**src/rtl/hazard_track_unit_pkg.sv**
```systemverilog
// Shared types for the hazard tracker: RV32I opcodes, tracker entry layout
// and the decode helper that classifies register usage of an ID instruction.
package hazard_pkg;

    localparam logic [6:0] OPC_LUI    = 7'b0110111;
    localparam logic [6:0] OPC_AUIPC  = 7'b0010111;
    localparam logic [6:0] OPC_JAL    = 7'b1101111;
    localparam logic [6:0] OPC_OP     = 7'b0110011;
    localparam logic [6:0] OPC_STORE  = 7'b0100011;
    localparam logic [6:0] OPC_BRANCH = 7'b1100011;
    localparam logic [6:0] OPC_LOAD   = 7'b0000011;

    typedef struct packed {
        logic       valid;
        logic [4:0] rd;
        logic       is_load;
    } track_entry_t;

    localparam int unsigned ENTRY_W = $bits(track_entry_t);

    typedef struct packed {
        logic uses_rs1;
        logic uses_rs2;
        logic writes_rd;
        logic is_load;
    } decode_t;

    function automatic decode_t decode_instr(input logic [6:0] opcode, input logic [4:0] rd);
        decode_t d;
        d.uses_rs1  = !(opcode == OPC_LUI || opcode == OPC_AUIPC || opcode == OPC_JAL);
        d.uses_rs2  = (opcode == OPC_OP) || (opcode == OPC_STORE) || (opcode == OPC_BRANCH);
        d.writes_rd = !(opcode == OPC_STORE || opcode == OPC_BRANCH) && (rd != 5'd0);
        d.is_load   = (opcode == OPC_LOAD);
        return d;
    endfunction

endpackage

```
**src/rtl/hazard_track_unit_pipe.sv**
```systemverilog
// DEPTH-entry producer shift register: entry 0 is EX, entry DEPTH-1 is WB.
// Advances every cycle; synchronous reset clears every entry.
module hazard_track_pipe
    import hazard_pkg::*;
#(
    parameter int unsigned DEPTH = 3
) (
    input  logic                     clk_i,
    input  logic                     reset_i,
    input  logic [ENTRY_W-1:0]       entry_i,
    output logic [DEPTH*ENTRY_W-1:0] stages_o
);

    track_entry_t stage_q [DEPTH];
    track_entry_t stage_d [DEPTH];

    always_comb begin
        stage_d[0] = entry_i;
        for (int unsigned k = 1; k < DEPTH; k++) begin
            stage_d[k] = stage_q[k-1];
        end
    end

    always_ff @(posedge clk_i) begin
        if (reset_i) begin
            for (int unsigned k = 0; k < DEPTH; k++) begin
                stage_q[k] <= '0;
            end
        end else begin
            for (int unsigned k = 0; k < DEPTH; k++) begin
                stage_q[k] <= stage_d[k];
            end
        end
    end

    always_comb begin
        stages_o = '0;
        for (int unsigned k = 0; k < DEPTH; k++) begin
            stages_o[k*ENTRY_W +: ENTRY_W] = stage_q[k];
        end
    end

endmodule

```
**src/rtl/hazard_track_unit.sv**
```systemverilog
// Decode-stage RAW hazard unit: stall, forwarding selects and stall counter
// from an EX..WB producer scoreboard. Define HAZARD_FWD_EN to enable forwarding.
module hazard_track_unit
    import hazard_pkg::*;
#(
    parameter  int unsigned MEM_STAGES = 1,
    parameter  int unsigned CNT_W      = 16,
    localparam int unsigned DEPTH      = MEM_STAGES + 2,
    localparam int unsigned FW         = $clog2(DEPTH + 1)
) (
    input  logic             clk,
    input  logic             reset,
    input  logic [31:0]      id_ir,
    input  logic             id_valid,
    input  logic             flush,
    output logic             stall,
    output logic [FW-1:0]    fwd_a_sel,
    output logic [FW-1:0]    fwd_b_sel,
    output logic [CNT_W-1:0] stall_cnt,
    output logic             busy
);

    decode_t                  dec;
    logic [4:0]               rs1;
    logic [4:0]               rs2;
    track_entry_t             new_entry;
    track_entry_t             stage [DEPTH];
    logic [DEPTH*ENTRY_W-1:0] stages_flat;
    logic                     a_hit;
    logic                     b_hit;
    logic                     a_blk;
    logic                     b_blk;
    logic                     issue;
    logic [CNT_W-1:0]         stall_cnt_q;
    logic [CNT_W-1:0]         stall_cnt_d;
`ifdef HAZARD_FWD_EN
    logic [FW-1:0]            a_idx;
    logic [FW-1:0]            b_idx;
`else
    logic                     unused_load_bits;
`endif

    assign rs1 = id_ir[19:15];
    assign rs2 = id_ir[24:20];

    always_comb begin
        dec = '0;
        if (id_valid && id_ir != '0) begin
            dec = decode_instr(id_ir[6:0], id_ir[11:7]);
        end
    end

    hazard_track_pipe #(
        .DEPTH(DEPTH)
    ) u_pipe (
        .clk_i   (clk),
        .reset_i (reset),
        .entry_i (new_entry),
        .stages_o(stages_flat)
    );

    always_comb begin
        for (int unsigned k = 0; k < DEPTH; k++) begin
            stage[k] = stages_flat[k*ENTRY_W +: ENTRY_W];
        end
    end

    // Scan EX first so the youngest producer of each source wins.
    always_comb begin
        a_hit = 1'b0;
        b_hit = 1'b0;
        a_blk = 1'b0;
        b_blk = 1'b0;
`ifdef HAZARD_FWD_EN
        a_idx = '0;
        b_idx = '0;
`endif
        for (int unsigned k = 0; k < DEPTH; k++) begin
            if (!a_hit && dec.uses_rs1 && rs1 != 5'd0 && stage[k].valid && stage[k].rd == rs1) begin
                a_hit = 1'b1;
`ifdef HAZARD_FWD_EN
                a_idx = FW'(k + 1);
                a_blk = stage[k].is_load && (k < MEM_STAGES);
`else
                a_blk = 1'b1;
`endif
            end
            if (!b_hit && dec.uses_rs2 && rs2 != 5'd0 && stage[k].valid && stage[k].rd == rs2) begin
                b_hit = 1'b1;
`ifdef HAZARD_FWD_EN
                b_idx = FW'(k + 1);
                b_blk = stage[k].is_load && (k < MEM_STAGES);
`else
                b_blk = 1'b1;
`endif
            end
        end
    end

    assign stall = (a_blk | b_blk) & id_valid & ~flush;
    assign issue = id_valid & ~stall & ~flush;

    always_comb begin
        new_entry = '0;
        if (issue && dec.writes_rd) begin
            new_entry.valid   = 1'b1;
            new_entry.rd      = id_ir[11:7];
            new_entry.is_load = dec.is_load;
        end
    end

`ifdef HAZARD_FWD_EN
    assign fwd_a_sel = a_idx;
    assign fwd_b_sel = b_idx;
`else
    assign fwd_a_sel = '0;
    assign fwd_b_sel = '0;

    // Load tagging only matters when forwarding can pick a stage.
    always_comb begin
        unused_load_bits = 1'b0;
        for (int unsigned k = 0; k < DEPTH; k++) begin
            unused_load_bits = unused_load_bits | stage[k].is_load;
        end
    end
`endif

    always_comb begin
        busy = 1'b0;
        for (int unsigned k = 0; k < DEPTH; k++) begin
            busy = busy | stage[k].valid;
        end
    end

    always_comb begin
        stall_cnt_d = stall_cnt_q;
        if (stall && stall_cnt_q != '1) begin
            stall_cnt_d = stall_cnt_q + CNT_W'(1);
        end
    end

    always_ff @(posedge clk) begin
        if (reset) begin
            stall_cnt_q <= '0;
        end else begin
            stall_cnt_q <= stall_cnt_d;
        end
    end

    assign stall_cnt = stall_cnt_q;

endmodule
```
**config.mk**
```make
export PLATFORM = sky130hd
export DESIGN_NAME = hazard_track_unit
export DESIGN_NICKNAME = d
export VERILOG_FILES = /design/src/rtl/hazard_track_unit_pkg.sv /design/src/rtl/hazard_track_unit_pipe.sv /design/src/rtl/hazard_track_unit.sv
export SDC_FILE = /design/constraint.sdc
export NUM_CORES = 1
export LEC_CHECK = 0
export BUFFER_PORTS_ARGS = -buffer_cell sky130_fd_sc_hd__buf_4
export CAP_MARGIN = 10
export CORE_ASPECT_RATIO = 0.9
export CORE_MARGIN = 1
export CORE_UTILIZATION = 50
export CTS_CLUSTER_SIZE = 20
export DETAILED_ROUTE_END_ITERATION = 10
export HOLD_SLACK_MARGIN = 0.06
export PLACE_DENSITY = 0.88
export SYNTH_ARGS = -nofsm -noshare
export SYNTH_HDL_FRONTEND = slang
export SYNTH_SLANG_ARGS = --single-unit
```
**constraint.sdc**
```tcl
create_clock -name clk -period 6.2 [get_ports clk]
set_input_delay 0.62 -clock clk [delete_from_list [all_inputs] [get_ports clk]]
set_output_delay 0.62 -clock clk [all_outputs]
set_load 0.02 [all_outputs]
```
# Word level (Yosys, flattened, before mapping)

Memory sizes are Yosys's and may differ from the RTL's.
Index checks and enable logic that the tools add are counted.

Reductions and logical operators: 41
$mul: 0
Shifts and indexed selects: 0
Equality and inequality tests: 14
$add $sub $neg: 1
Mux-type cells: 14
Divide/modulo/power cells: 0
$lt $le $gt $ge: 0
Bitwise gates (word level): 12

Operator list:

| operator              | count |
|---|---|
| $reduce_bool 32->1    | 1 |
| $eq 5x5->1            | 6 |
| $mux 7                | 4 |
| $logic_and 1x1->1     | 26 |
| $eq 7x6->1 const B    | 3 |
| $add 16x1->16 const B | 1 |
| $ne 16x16->1 const B  | 1 |
| $reduce_bool 5->1     | 3 |
| $eq 7x7->1 const B    | 2 |
| $mux 1                | 9 |
| $eq 7x2->1 const B    | 1 |
| $eq 7x5->1 const B    | 1 |
| $logic_not 1->1       | 6 |
| $or 1x1->1            | 6 |
| $logic_or 1x1->1      | 5 |
| $and 1x1->1           | 4 |
| $mux 4                | 1 |
| $not 1->1             | 2 |

Bits in writable memories: 21
Logic and storage cells: 84
Memories: 1
Bits in latches: 0
Input bits: 36
ROM bits: 0
Bits in registers: 16

Memory list:

| name           | depth | width | read ports | clocked after Yosys merged registers in | wr ports | RTL line                     | source |
|---|---|---|---|---|---|---|---|
| u_pipe.stage_q | 3     | 7     | 3          | 0                                       | 3        | hazard_track_unit_pipe.sv:14 | `track_entry_t stage_q [DEPTH];` |

# Longest topological paths before layout

Gate-level depths: netlist (run 1).

Word-level depth: 30
Depth in mapped cells: 9
Mapped depth without buffers: 8

# Modules after synthesis

A second synthesis (run 1) with hierarchy kept.

Cells, all modules: 221
Area total of the unflattened synthesis: 2035.7 µm²

Modules (own cells, without submodules):

| module            | seq. area each (µm²) | instances | area each (µm²) | cells an instance |
|---|---|---|---|---|
| hazard_track_unit | 320.3                | 1         | 1411.4          | 177 |
| hazard_track_pipe | 420.4                | 1         | 624.3           | 44 |

# Worst setup path after synthesis (run 1)

Ideal clock, no wire load.

Path type: input-to-output
Start point: in id_ir[16]
End point: out stall
Arrival: 1772 ps
Path buffers: 0
Stages on the path: 5
Slack: 3808 ps
Data required time: 5580 ps
Cells stage by stage: or4_1 o22a_1 o311ai_1 and2_4 inv_1

Word-level cells in the longest chain between the ends: 22
Elaborated cells between the ends (all ways): 42
Classes of those cells: eq/ne (3); mux (7); bitwise (3); reduce/logical (29)

RTL lines:

| what                                              | RTL line                                         | source |
|---|---|---|
| from (decl)                                       | hazard_track_unit.sv:13                          | `input logic [31:0] id_ir,` |
| $reduce_bool 32->1                                | hazard_track_unit.sv:48                          | `if (id_valid && id_ir != '0) begin` |
| $logic_and 1x1->1                                 | hazard_track_unit.sv:48                          |  |
| $mux 4                                            | hazard_track_unit.sv:48                          |  |
| $logic_and 1x1->1 (on tied branches) (3 in a row) | hazard_track_unit.sv:79, hazard_track_unit.sv:88 |  |
| $mux 1 (on tied branches)                         | hazard_track_unit.sv:79, hazard_track_unit.sv:88 |  |
| $logic_not 1->1 (on tied branches)                | hazard_track_unit.sv:79, hazard_track_unit.sv:88 |  |
| $logic_and 1x1->1 (on tied branches) (4 in a row) | hazard_track_unit.sv:79, hazard_track_unit.sv:88 |  |
| $mux 1 (on tied branches)                         | hazard_track_unit.sv:79, hazard_track_unit.sv:88 |  |
| $logic_not 1->1 (on tied branches)                | hazard_track_unit.sv:79, hazard_track_unit.sv:88 |  |
| $logic_and 1x1->1 (on tied branches) (4 in a row) | hazard_track_unit.sv:79, hazard_track_unit.sv:88 |  |
| $mux 1 (on tied branches)                         | hazard_track_unit.sv:79, hazard_track_unit.sv:88 |  |
| $or 1x1->1 (*)                                    | hazard_track_unit.sv:100                         | `assign stall = (a_blk \| b_blk) & id_valid & ~flush;` |
| $and 1x1->1 (*) (2 in a row)                      | hazard_track_unit.sv:100                         |  |
| to (decl)                                         | hazard_track_unit.sv:16                          | `output logic stall,` |

Every way passes the cells marked *; elsewhere a longest branch is shown, timed or not.

# Final worst setup path (run 1)

Ends and elaborated chain as after synthesis.

==> run_summary.xml, run 1 <==
<?xml version="1.0" encoding="UTF-8"?>
<metrics>
  <group name="status">
    <metric name="run_status" unit="">complete, no violations</metric>
  </group>
  <group name="routing">
    <metric name="routed_via_density" unit="">5.71</metric>
    <metric name="drcViolationCount" unit="">0</metric>
    <metric name="1st_iter_drt_viols" unit="">155</metric>
    <metric name="avgRoutedWirePerCell" unit="microns">13.9</metric>
    <metric name="final_wirelength" unit="mm">4.16</metric>
    <metric name="num_vias" unit="">1713</metric>
    <metric name="postRouteAntennaNets" unit="">0</metric>
    <metric name="detail_route.first_pass.iterations" unit="">4</metric>
  </group>
  <group name="cts">
    <metric name="cts_resized" unit="">0</metric>
    <metric name="clock-sinks" unit="">34</metric>
    <metric name="clock_slew_at_reported_path_ffs" unit="ns">0.07</metric>
    <metric name="post-cts-setup-buffer-count" unit="">0</metric>
    <metric name="ctsLongestPathBuffers" unit="">2</metric>
    <metric name="clock_tree.root_cell" unit="">sky130_fd_sc_hd__clkbuf_8</metric>
    <metric name="total_clock_buffers_created_by_cts" unit="">5</metric>
    <metric name="htree_levels" unit="">2</metric>
    <metric name="clock_latency" unit="ns">0.27</metric>
    <metric name="holdBufCountCts" unit="">0</metric>
    <metric name="tritoncts" unit="">built</metric>
  </group>
  <group name="worst_setup_path">
    <metric name="critical-path-max-stage-delay" unit="ns">0.53</metric>
    <metric name="worst_setup_path_end_kind" unit="">output port</metric>
    <metric name="critPathMostFrequentCell" unit="">sky130_fd_sc_hd__buf_4</metric>
    <metric name="worst_reg2reg_endpoint" unit="">stall_cnt[11]</metric>
    <metric name="reg2reg_depth" unit="">7</metric>
    <metric name="crit-reg2reg-launch" unit="">stall_cnt[3]</metric>
    <metric name="worst-endpoint-arrival" unit="ns">2.34</metric>
    <metric name="worstSetupPathType" unit="">in2out</metric>
    <metric name="critPathSlowestCell" unit="">sky130_fd_sc_hd__or4_1</metric>
    <metric name="critical_path.max_fanout" unit="">24</metric>
    <metric name="r2r_setup_slack" unit="ns">3.45</metric>
    <metric name="timing.critical_path.from_type" unit="">input pin</metric>
    <metric name="crit_chain" unit="">buf_4 &gt; or4_1 &gt; o22a_1 &gt; o311ai_1 &gt; and2_4 &gt; inv_1 &gt; buf_4</metric>
    <metric name="worst_ep_required_time" unit="ns">5.58</metric>
  </group>
  <group name="final_layout">
    <metric name="syn_to_final_growth" unit="%">22.4</metric>
    <metric name="finalNetCount" unit="">292</metric>
    <metric name="filler_cell_count" unit="">300</metric>
    <metric name="drive_gt1_share" unit="%">21.1</metric>
    <metric name="multi_input_comb_area" unit="sq mm">0.00108</metric>
    <metric name="insertedDiodeCount" unit="">0</metric>
    <metric name="final-seq-area" unit="sq um">681</metric>
  </group>
  <group name="timing">
    <metric name="rsz0062_at_grt" unit="">false</metric>
    <metric name="final.setup_skew" unit="ns">0.00575</metric>
    <metric name="slew-limit-headroom" unit="%">36.0</metric>
    <metric name="fmax" unit="MHz">337</metric>
    <metric name="totalNegativeSetupSlack" unit="ns">0</metric>
    <metric name="holdWs" unit="ns">0.491</metric>
    <metric name="setup_viol" unit="">0</metric>
    <metric name="final.period_utilization" unit="%">47.8</metric>
    <metric name="post_layout_minimum_cycle_time" unit="ns">2.96</metric>
    <metric name="timing_hold_violations_final" unit="">0</metric>
    <metric name="worst-slew-pin-transition" unit="ns">0.954</metric>
    <metric name="finalMaxSlewViolations" unit="">0</metric>
  </group>
  <group name="floorplanning">
    <metric name="design.die.area" unit="sq mm">0.00396</metric>
    <metric name="std_cell_rows" unit="">20</metric>
    <metric name="die_width" unit="microns">66.2</metric>
    <metric name="pin_count" unit="">58</metric>
    <metric name="placeableCoreArea" unit="sq mm">0.00345</metric>
    <metric name="die-height" unit="microns">59.8</metric>
    <metric name="starting_density" unit="%">53.8</metric>
  </group>
  <group name="logic_synthesis">
    <metric name="post_synth.cell_area_avg" unit="sq um">8.72</metric>
    <metric name="yosys_most_used_dff" unit="">sky130_fd_sc_hd__dfxtp_1</metric>
    <metric name="synth.ff_latch_count" unit="">34</metric>
    <metric name="synthDistinctLibCells" unit="">42</metric>
    <metric name="synth_top_cells_by_area" unit="">sky130_fd_sc_hd__dfxtp_1 37%, sky130_fd_sc_hd__xor2_1 11%, sky130_fd_sc_hd__nor2b_1 5.4%</metric>
    <metric name="asyncSetResetFlopFracSynth" unit="%">0</metric>
    <metric name="syn-instance-count" unit="">213</metric>
    <metric name="synth.largest_area_cell" unit="">sky130_fd_sc_hd__dfxtp_1</metric>
    <metric name="synth-edff-count" unit="">0</metric>
    <metric name="yosysSeqAreaShare" unit="%">36.7</metric>
    <metric name="synth.yosys.warnings" unit="">0</metric>
    <metric name="netlist.area_leader.share" unit="%">36.7</metric>
    <metric name="mappedNetlistArea" unit="sq mm">0.00186</metric>
  </group>
  <group name="min_path">
    <metric name="timing.hold.worst.class" unit="">reg2reg</metric>
    <metric name="worstHoldPathCells" unit="">2</metric>
    <metric name="timing.hold.worst_endpoint" unit="">stall_cnt[8]</metric>
    <metric name="min-delay-start" unit="">stall_cnt[8]</metric>
  </group>
  <group name="global_routing">
    <metric name="initial_antenna_violation_count" unit="">0</metric>
    <metric name="groute.usage.overall" unit="%">23.1</metric>
    <metric name="grt_remaining_overflow" unit="">0</metric>
    <metric name="first_global_vias" unit="">1562</metric>
    <metric name="grt_start_max_net_pins" unit="">33</metric>
    <metric name="grt_first_pass_wirelength" unit="mm">7.00</metric>
  </group>
  <group name="place">
    <metric name="count_of_buffers_from_port_buffering" unit="">43</metric>
    <metric name="place.detailed.hpwl" unit="mm">3.21</metric>
    <metric name="gp_congestion" unit="">0.890</metric>
  </group>
  <group name="pwr">
    <metric name="power.density" unit="mW/mm^2">189</metric>
    <metric name="leakage" unit="nW">0.984</metric>
    <metric name="ir_drop" unit="uV">153</metric>
  </group>
  <group name="flow_run">
    <metric name="cap_viol_max_count" unit="">0</metric>
  </group>
</metrics>
## metal layers
layer	global-route usage [%]	share of wire, %
met5	0	0
met4	5.17	0.79
met1	31.6	47
met2	37.3	46
met3	5.34	6.1
## worst max path at each step
stage	startpoint	to	slack [ns]
floorplan	id_ir[16]	stall	3.81
finish	id_ir[16]	stall	3.24
global placement	id_ir[21]	stall	3.26
detailed placement	id_ir[21]	stall	3.24
global route	id_ir[16]	stall	3.16
CTS	id_ir[21]	stall	3.24
## cell usage after synthesis (2+ instances only)
| master | number |
|---|---|
| sky130_fd_sc_hd__dfxtp_1 | 34 |
| sky130_fd_sc_hd__xor2_1 | 24 |
| sky130_fd_sc_hd__nor2b_1 | 16 |
| sky130_fd_sc_hd__a21oi_1 | 12 |
| sky130_fd_sc_hd__nor2_1 | 12 |
| sky130_fd_sc_hd__and3_1 | 11 |
| sky130_fd_sc_hd__inv_1 | 10 |
| sky130_fd_sc_hd__nand3_1 | 10 |
| sky130_fd_sc_hd__nor4_1 | 8 |
| sky130_fd_sc_hd__o31ai_1 | 8 |
| sky130_fd_sc_hd__or4_1 | 8 |
| sky130_fd_sc_hd__xnor2_1 | 7 |
| sky130_fd_sc_hd__clkbuf_1 | 5 |
| sky130_fd_sc_hd__buf_4 | 4 |
| sky130_fd_sc_hd__nand2_1 | 4 |
| sky130_fd_sc_hd__o21ai_0 | 4 |
| sky130_fd_sc_hd__or3_1 | 4 |
| sky130_fd_sc_hd__nand4_1 | 3 |
| sky130_fd_sc_hd__o41ai_1 | 3 |
| sky130_fd_sc_hd__mux2_2 | 2 |
| sky130_fd_sc_hd__nor3_1 | 2 |
| sky130_fd_sc_hd__or4b_1 | 2 |
## cell families (layout without fill, tap and decap cells)
family          Yosys count  after routing  synth area share [%]
compound gates           34             34                  11.9
buf+inv                  21             61                  5.53
fa+ha+maj                 1              1                 0.674
other cells               1              4                 0.202
flops                    34             34                  36.7
simple gates             88             88                  28.6
mux                       3              3                  1.82
xor+xnor                 31             31                  14.6
## placed cells by master, fill, tap and decap left out, types with 2 or more instances in the layout
cell / count
sky130_fd_sc_hd__nand4_1: 3
sky130_fd_sc_hd__nand2_1: 4
sky130_fd_sc_hd__o31ai_1: 8
sky130_fd_sc_hd__inv_1: 10
sky130_fd_sc_hd__o21ai_0: 4
sky130_fd_sc_hd__conb_1: 4
sky130_fd_sc_hd__o41ai_1: 3
sky130_fd_sc_hd__and3_1: 11
sky130_fd_sc_hd__nor2b_1: 16
sky130_fd_sc_hd__mux2_2: 2
sky130_fd_sc_hd__clkbuf_8: 6
sky130_fd_sc_hd__nor3_1: 2
sky130_fd_sc_hd__nor2_1: 12
sky130_fd_sc_hd__nand3_1: 10
sky130_fd_sc_hd__nor4_1: 8
sky130_fd_sc_hd__or4b_1: 2
sky130_fd_sc_hd__xor2_1: 24
sky130_fd_sc_hd__xnor2_1: 7
sky130_fd_sc_hd__or3_1: 4
sky130_fd_sc_hd__dfxtp_1: 34
sky130_fd_sc_hd__or4_1: 8
sky130_fd_sc_hd__a21oi_1: 12
sky130_fd_sc_hd__buf_4: 43
## critical path, delay by kind of cell
kind	cells	cell delay (ns)
buf+inv	3	0.45
simple gates	2	0.89
compound gates	2	0.36
## state kept, by name, indices dropped and copies added, names as in the netlist
name            count
stall_cnt          16
u_pipe.stage_q     18
## final cells by class
type	count	area share (%)
Clock buffer	7	3.80
Sequential cell	34	30.0
Clock inverter	1	0.220
Multi-Input combinational cell	161	47.7
Inverter	10	1.65
Tap cell	44	2.42
Timing Repair Buffer	43	14.2
## power breakdown
| group | leakage, nW | switching (mW) | internal [mW] |
|---|---|---|---|
| sequential | 0.275 | 0.00246 | 0.221 |
| combinational | 0.661 | 0.0212 | 0.0210 |
| clock | 0.0482 | 0.0738 | 0.0895 |
| total | 0.984 | 0.0975 | 0.331 |
## through the flow
step                      cell area [sq um]  power, mW  std cells  setup WS [ns]  utilization [%]
after floorplan                        1870      0.250        216           3.81                -
after global placement                 2180      0.269        292           3.26             63.2
after detailed placement               2180      0.270        292           3.24             63.2
after CTS                              2270      0.432        300           3.24             65.8
after global routing                   2270      0.446        300           3.16             65.8
final                                  2270      0.429        300           3.24             65.8
No activity file was read; power rests on OpenSTA's default activity.
==> run 2: changes to the inputs <==
- CORE_UTILIZATION: 50 -> 46
- PLACE_DENSITY: 0.88 -> 0.86
- clock period: 6.2 -> 2.4 ns (I/O delays scaled with it)
==> run_summary.xml, run 2 (same netlist as run 1, synthesis figures left out) <==
<?xml version="1.0" encoding="UTF-8"?>
<metrics>
  <group name="floorplanning">
    <metric name="placeableCoreArea" unit="sq mm">0.00378</metric>
    <metric name="die-height" unit="microns">62.3</metric>
    <metric name="pin_count" unit="">58</metric>
    <metric name="std_cell_rows" unit="">21</metric>
    <metric name="starting_density" unit="%">49.1</metric>
    <metric name="die_width" unit="microns">69.0</metric>
    <metric name="design.die.area" unit="sq mm">0.00429</metric>
  </group>
  <group name="final_layout">
    <metric name="multi_input_comb_area" unit="sq mm">0.00112</metric>
    <metric name="fin_util" unit="%">62.5</metric>
    <metric name="final-seq-area" unit="sq um">681</metric>
    <metric name="syn_to_final_growth" unit="%">27.4</metric>
    <metric name="finalNetCount" unit="">298</metric>
    <metric name="insertedDiodeCount" unit="">0</metric>
    <metric name="drive_gt1_share" unit="%">24.4</metric>
    <metric name="instances_no_fill" unit="">308</metric>
    <metric name="layout_common_cells" unit="">48 x sky130_fd_sc_hd__buf_4, 34 x sky130_fd_sc_hd__dfxtp_1, 24 x sky130_fd_sc_hd__xor2_1, 16 x sky130_fd_sc_hd__nor2b_1</metric>
    <metric name="filler_cell_count" unit="">316</metric>
    <metric name="leading_cell_type_in_the_layout_fill_and_taps_excluded" unit="">sky130_fd_sc_hd__buf_4</metric>
    <metric name="largest-register" unit="">u_pipe.stage_q</metric>
    <metric name="number_of_flip_flops_under_the_largest_register_name" unit="">18</metric>
    <metric name="layout.cell_area.non_filler" unit="sq mm">0.00237</metric>
  </group>
  <group name="timing">
    <metric name="final.setup_skew" unit="ns">0.00825</metric>
    <metric name="holdWs" unit="ns">0.166</metric>
    <metric name="worst-slew-pin-transition" unit="ns">0.492</metric>
    <metric name="totalNegativeSetupSlack" unit="ns">0</metric>
    <metric name="post_layout_minimum_cycle_time" unit="ns">2.31</metric>
    <metric name="slew-limit-headroom" unit="%">66.3</metric>
    <metric name="fmax" unit="MHz">432</metric>
    <metric name="rsz0062_at_grt" unit="">false</metric>
    <metric name="final.period_utilization" unit="%">96.4</metric>
    <metric name="setup_slack" unit="ns">0.0861</metric>
    <metric name="setup_viol" unit="">0</metric>
    <metric name="timing_hold_violations_final" unit="">0</metric>
    <metric name="finalMaxSlewViolations" unit="">0</metric>
  </group>
  <group name="status">
    <metric name="run_status" unit="">complete, no violations</metric>
  </group>
  <group name="routing">
    <metric name="drcViolationCount" unit="">0</metric>
    <metric name="final_wirelength" unit="mm">4.33</metric>
    <metric name="postRouteAntennaNets" unit="">0</metric>
    <metric name="detail_route.first_pass.iterations" unit="">5</metric>
    <metric name="routed_via_density" unit="">5.61</metric>
    <metric name="avgRoutedWirePerCell" unit="microns">14.0</metric>
    <metric name="num_vias" unit="">1728</metric>
    <metric name="1st_iter_drt_viols" unit="">124</metric>
  </group>
  <group name="global_routing">
    <metric name="grt_remaining_overflow" unit="">0</metric>
    <metric name="groute.usage.overall" unit="%">22.3</metric>
    <metric name="top_usage_layer" unit="">met2</metric>
    <metric name="grt_first_pass_wirelength" unit="mm">7.31</metric>
    <metric name="grt_start_max_net_pins" unit="">33</metric>
    <metric name="initial_antenna_violation_count" unit="">0</metric>
    <metric name="first_global_vias" unit="">1612</metric>
    <metric name="global_route_met3_usage" unit="%">6.62</metric>
    <metric name="grtUsageMet1" unit="%">29.7</metric>
    <metric name="met2_routing_resource_usage_after_global_routing" unit="%">34.3</metric>
  </group>
  <group name="place">
    <metric name="place.detailed.hpwl" unit="mm">3.06</metric>
    <metric name="post-place-cells" unit="">297</metric>
    <metric name="dp_slack" unit="ns">0.0584</metric>
    <metric name="gp_congestion" unit="">0.871</metric>
    <metric name="placedInstanceArea" unit="sq mm">0.00221</metric>
    <metric name="count_of_buffers_from_port_buffering" unit="">43</metric>
  </group>
  <group name="worst_setup_path">
    <metric name="crit-reg2reg-launch" unit="">u_pipe.stage_q[0][12]</metric>
    <metric name="critical_path.max_fanout" unit="">6</metric>
    <metric name="worst_setup_path_end_kind" unit="">flop</metric>
    <metric name="timing.critical_path.from_type" unit="">flop</metric>
    <metric name="worstSetupPathType" unit="">reg2reg</metric>
    <metric name="worst_reg2reg_endpoint" unit="">stall_cnt[6]</metric>
    <metric name="reg2reg_depth" unit="">8</metric>
    <metric name="r2r_setup_slack" unit="ns">0.09</metric>
    <metric name="worst_ep_required_time" unit="ns">2.58</metric>
    <metric name="worst-endpoint-arrival" unit="ns">2.49</metric>
  </group>
  <group name="pwr">
    <metric name="power" unit="mW">1.20</metric>
    <metric name="power.density" unit="mW/mm^2">507</metric>
    <metric name="ir_drop" unit="uV">409</metric>
    <metric name="leakage" unit="nW">1.01</metric>
  </group>
  <group name="cts">
    <metric name="total_clock_buffers_created_by_cts" unit="">5</metric>
    <metric name="ctsLongestPathBuffers" unit="">2</metric>
    <metric name="clock-sinks" unit="">34</metric>
    <metric name="clock_tree.root_cell" unit="">sky130_fd_sc_hd__clkbuf_8</metric>
    <metric name="clock_slew_at_reported_path_ffs" unit="ns">0.07</metric>
    <metric name="tritoncts" unit="">built</metric>
    <metric name="htree_levels" unit="">2</metric>
    <metric name="clock_latency" unit="ns">0.30</metric>
  </group>
  <group name="min_path">
    <metric name="timing.hold.worst.class" unit="">in2reg</metric>
    <metric name="worstHoldPathCells" unit="">3</metric>
    <metric name="timing.hold.worst_endpoint" unit="">u_pipe.stage_q[0][2]</metric>
    <metric name="min-delay-start" unit="">id_ir[8]</metric>
  </group>
  <group name="flow_run">
    <metric name="cap_viol_max_count" unit="">0</metric>
  </group>
</metrics>
## run 2: cell count changes in the layout (fill, tap and decap cells not counted), sizes merged
cell	change
and2	+1
buf	+5
bufinv	+1
clkbuf	-2
clkinv	+1
## run 2: power by group
group,total [mW],switching (mW),internal (mW)
Sequential,0.576,0.00594,0.570
Combinational,0.111,0.0567,0.0547
Clock,0.511,0.206,0.305
## run 2: how the worst max path moves through the flow
| stage | startpoint | endpoint | slack [ns] | depth (start not counted) |
|---|---|---|---|---|
| 2_1_floorplan | stall_cnt[3] | stall_cnt[11] | 0.32 | 7 |
| 3_3_place_gp | id_ir[19] | stall_cnt[6] | 0.13 | 8 |
| 3_5_place_dp | id_ir[19] | stall_cnt[6] | 0.06 | 8 |
| 4_1_cts | u_pipe.stage_q[0][5] | stall | 0.01 | 8 |
| 5_1_grt | stall_cnt[4] | stall_cnt[12] | 0.008 | 7 |
| 6_report | u_pipe.stage_q[0][12] | stall_cnt[6] | 0.09 | 8 |
## run 2: what timing repair did
action                                  in CTS  in global routing
cloned                                       1                  0
buffers inserted                             0                  2
endpoints found under the setup margin       1                  1
resized for setup                            2                  2
hold buffers                                 0                  0
pin swaps                                    0                  1
## run 2: critical path, stage by stage, from the launching register on
cell and delay (ns):
sky130_fd_sc_hd__dfxtp_1 0.33, sky130_fd_sc_hd__xor2_1 0.14, sky130_fd_sc_hd__nor4_1 0.35, sky130_fd_sc_hd__and3_1 0.28, sky130_fd_sc_hd__o311ai_4 0.12, sky130_fd_sc_hd__and2_4 0.17, sky130_fd_sc_hd__buf_4 0.15, sky130_fd_sc_hd__nor4_2 0.28
sky130_fd_sc_hd__mux2_2 0.36
## run 2: final cells by class
class | instances | share of cell area (%)
Clock inverter | 3 | 1.69
Clock buffer | 5 | 2.91
Multi-Input combinational cell | 162 | 47.4
Tap cell | 46 | 2.43
Timing Repair Buffer | 48 | 15.2
Sequential cell | 34 | 28.8
Inverter | 10 | 1.59
## run 2: layer usage
layer | up-vias | wire length (microns)
met3 | 9 | 169
met5 | - | 0
li1 | 855 | -
met4 | 0 | 58
met1 | 818 | 1990
met2 | 46 | 2110
==> run 3: changes to the inputs <==
- CORE_UTILIZATION: 46 -> 50
- PLACE_DENSITY: 0.86 -> 0.88
- clock period: 2.4 -> 2.2 ns (I/O delays scaled with it)
==> run_summary.xml, run 3 (same netlist as run 1, synthesis figures left out) <==
<?xml version="1.0" encoding="UTF-8"?>
<metrics>
  <group name="status">
    <metric name="run_status" unit="">finished, violations left</metric>
    <metric name="failed_checks" unit="">setup timing</metric>
  </group>
  <group name="routing">
    <metric name="avgRoutedWirePerCell" unit="microns">15.6</metric>
    <metric name="drcViolationCount" unit="">0</metric>
    <metric name="final_wirelength" unit="mm">4.87</metric>
    <metric name="1st_iter_drt_viols" unit="">197</metric>
    <metric name="detail_route.first_pass.iterations" unit="">4</metric>
    <metric name="postRouteAntennaNets" unit="">0</metric>
    <metric name="num_vias" unit="">1852</metric>
    <metric name="routed_via_density" unit="">5.92</metric>
  </group>
  <group name="floorplanning">
    <metric name="pin_count" unit="">58</metric>
    <metric name="starting_density" unit="%">53.8</metric>
    <metric name="die-height" unit="microns">59.8</metric>
    <metric name="design.die.area" unit="sq mm">0.00396</metric>
    <metric name="std_cell_rows" unit="">20</metric>
    <metric name="die_width" unit="microns">66.2</metric>
    <metric name="placeableCoreArea" unit="sq mm">0.00345</metric>
  </group>
  <group name="final_layout">
    <metric name="number_of_flip_flops_under_the_largest_register_name" unit="">18</metric>
    <metric name="insertedDiodeCount" unit="">0</metric>
    <metric name="layout_common_cells" unit="">54 x sky130_fd_sc_hd__buf_4, 26 x sky130_fd_sc_hd__dfxtp_1, 23 x sky130_fd_sc_hd__xor2_1, 16 x sky130_fd_sc_hd__nor2b_1, 12 x sky130_fd_sc_hd__nor2_1</metric>
    <metric name="finalNetCount" unit="">305</metric>
    <metric name="leading_cell_type_in_the_layout_fill_and_taps_excluded" unit="">sky130_fd_sc_hd__buf_4</metric>
    <metric name="syn_to_final_growth" unit="%">33.4</metric>
    <metric name="largest-register" unit="">u_pipe.stage_q</metric>
    <metric name="multi_input_comb_area" unit="sq mm">0.00118</metric>
    <metric name="drive_gt1_share" unit="%">32.3</metric>
    <metric name="final-seq-area" unit="sq um">691</metric>
    <metric name="filler_cell_count" unit="">266</metric>
  </group>
  <group name="flow_run">
    <metric name="cap_viol_max_count" unit="">0</metric>
  </group>
  <group name="cts">
    <metric name="clock-sinks" unit="">34</metric>
    <metric name="ctsLongestPathBuffers" unit="">2</metric>
    <metric name="htree_levels" unit="">2</metric>
    <metric name="clock_latency" unit="ns">0.29</metric>
    <metric name="tritoncts" unit="">built</metric>
    <metric name="clock_tree.root_cell" unit="">sky130_fd_sc_hd__clkbuf_8</metric>
    <metric name="total_clock_buffers_created_by_cts" unit="">5</metric>
    <metric name="clock_slew_at_reported_path_ffs" unit="ns">0.07</metric>
    <metric name="holdBufCountCts" unit="">0</metric>
  </group>
  <group name="pwr">
    <metric name="net_switching_component_of_the_power" unit="uW">304</metric>
    <metric name="cellInternalPower" unit="uW">937</metric>
    <metric name="sequentialPowerShare" unit="%">50.7</metric>
    <metric name="combinationalPowerShare" unit="%">10.5</metric>
    <metric name="ir_drop" unit="uV">446</metric>
    <metric name="leakage" unit="nW">1.05</metric>
    <metric name="swShare" unit="%">24.5</metric>
    <metric name="power.density" unit="mW/mm^2">501</metric>
    <metric name="clkPwrFrac" unit="%">38.8</metric>
  </group>
  <group name="global_routing">
    <metric name="grt_start_max_net_pins" unit="">33</metric>
    <metric name="groute.usage.overall" unit="%">26.2</metric>
    <metric name="grt_first_pass_wirelength" unit="mm">7.80</metric>
    <metric name="first_global_vias" unit="">1670</metric>
    <metric name="global_route_met3_usage" unit="%">5.15</metric>
    <metric name="top_usage_layer" unit="">met2</metric>
    <metric name="grt_remaining_overflow" unit="">0</metric>
    <metric name="grtUsageMet1" unit="%">36.1</metric>
    <metric name="initial_antenna_violation_count" unit="">0</metric>
    <metric name="met2_routing_resource_usage_after_global_routing" unit="%">41.1</metric>
  </group>
  <group name="timing">
    <metric name="post_layout_minimum_cycle_time" unit="ns">2.26</metric>
    <metric name="final.period_utilization" unit="%">103</metric>
    <metric name="timing_hold_violations_final" unit="">0</metric>
    <metric name="finalMaxSlewViolations" unit="">0</metric>
    <metric name="setup_slack" unit="ns">-0.0617</metric>
    <metric name="holdWs" unit="ns">0.152</metric>
    <metric name="setup_viol" unit="">9</metric>
    <metric name="totalNegativeSetupSlack" unit="ns">-0.352</metric>
    <metric name="fmax" unit="MHz">442</metric>
    <metric name="final.setup_skew" unit="ns">0.00943</metric>
    <metric name="rsz0062_at_grt" unit="">true</metric>
  </group>
  <group name="worst_setup_path">
    <metric name="timing.critical_path.from_type" unit="">flop</metric>
    <metric name="worst_setup_path_end_kind" unit="">flop</metric>
    <metric name="critical-path-max-stage-delay" unit="ns">0.51</metric>
    <metric name="critPathSlowestCell" unit="">sky130_fd_sc_hd__or4_4</metric>
    <metric name="worst_ep_required_time" unit="ns">2.42</metric>
    <metric name="worstSetupPathType" unit="">reg2reg</metric>
    <metric name="critical_path.max_fanout" unit="">9</metric>
    <metric name="crit_chain" unit="">xor2_1 &gt; nor4_1 &gt; and3_1 &gt; o311ai_4 &gt; and2_4 &gt; buf_6 &gt; or4_4 &gt; a21oi_2</metric>
    <metric name="worst-endpoint-arrival" unit="ns">2.48</metric>
  </group>
  <group name="place">
    <metric name="place.detailed.hpwl" unit="mm">3.18</metric>
    <metric name="gp_congestion" unit="">0.883</metric>
    <metric name="count_of_buffers_from_port_buffering" unit="">43</metric>
  </group>
  <group name="min_path">
    <metric name="timing.hold.worst.class" unit="">in2reg</metric>
  </group>
</metrics>
[run 3: cell count changes in the layout (fill, tap and decap cells not counted), moves of 3 or more]
cell / before / now
sky130_fd_sc_hd__dfxtp_1: 34 / 26
sky130_fd_sc_hd__buf_4: 48 / 54
sky130_fd_sc_hd__a21oi_1: 12 / 9
sky130_fd_sc_hd__a21oi_2: 0 / 3
sky130_fd_sc_hd__dfxtp_2: 0 / 8
[run 3: repair_timing]
action / in CTS / in global routing
setup endpoints to repair: 1 / 17
resized for setup: 13 / 13
cloned: 1 / 0
endpoints found under the hold margin: 0 / 0
pin swaps: 7 / 9
setup buffers: 3 / 0
[run 3: stage by stage]
stage	cell area, sq um	setup WS (ns)	util (%)	cells	total power, mW
finish	2480	-0.0617	71.7	313	1.24
global route	2480	-0.116	71.7	313	1.28
CTS	2430	-0.00313	70.5	313	1.24
detailed placement	2250	-0.0309	65.1	301	0.765
global placement	2250	0.00565	65.1	301	0.762
floorplan	1870	0.116	-	216	0.704
[run 3: cell type report]
type                    count  share of cell area, %
well taps                  44                   2.22
flip-flops and latches     34                   27.9
multi-input cells         162                   47.7
clock inverters             2                  0.505
clock buffers               6                   3.33
repair buffers             55                   16.8
inverters                  10                   1.52
[run 3: power by group through the flow]
stage / Clock (mW) / Combinational (mW) / Sequential (mW)
floorplan: 0 / 0.0637 / 0.641
global placement: 0 / 0.119 / 0.642
detailed placement: 0 / 0.123 / 0.643
CTS: 0.486 / 0.125 / 0.629
global route: 0.508 / 0.140 / 0.630
finish: 0.482 / 0.130 / 0.630
[run 3: critical path, delay by kind of cell, from the launching register on]
kind	cells	cell delay, ns
and+or+nand+nor	4	1.30
DFF	1	0.33
AOI/OAI and AO/OA	2	0.28
xor gates and xnor gates	1	0.14
buffers and inverters	1	0.14
[run 3: metal layers]
| layer | part of all wire [%] | vias up |
|---|---|---|
| li1 | - | 868 |
| met1 | 44 | 875 |
| met2 | 46 | 103 |
| met3 | 9.0 | 6 |
| met4 | 1.0 | 0 |
| met5 | 0 | - |
[run 3: path summary, 6_finish.rpt]
path | start | to | slack, ns | cells after the start
worst max-delay path | u_pipe.stage_q[0][15] | stall_cnt[15] | -0.06 | 8
worst min-delay path | id_ir[9] | u_pipe.stage_q[0][3] | 0.15 | 3
worst max register to register | u_pipe.stage_q[0][15] | stall_cnt[15] | -0.06 | 8
worst min register to register | u_pipe.stage_q[0][10] | u_pipe.stage_q[0][17] | 0.50 | 1
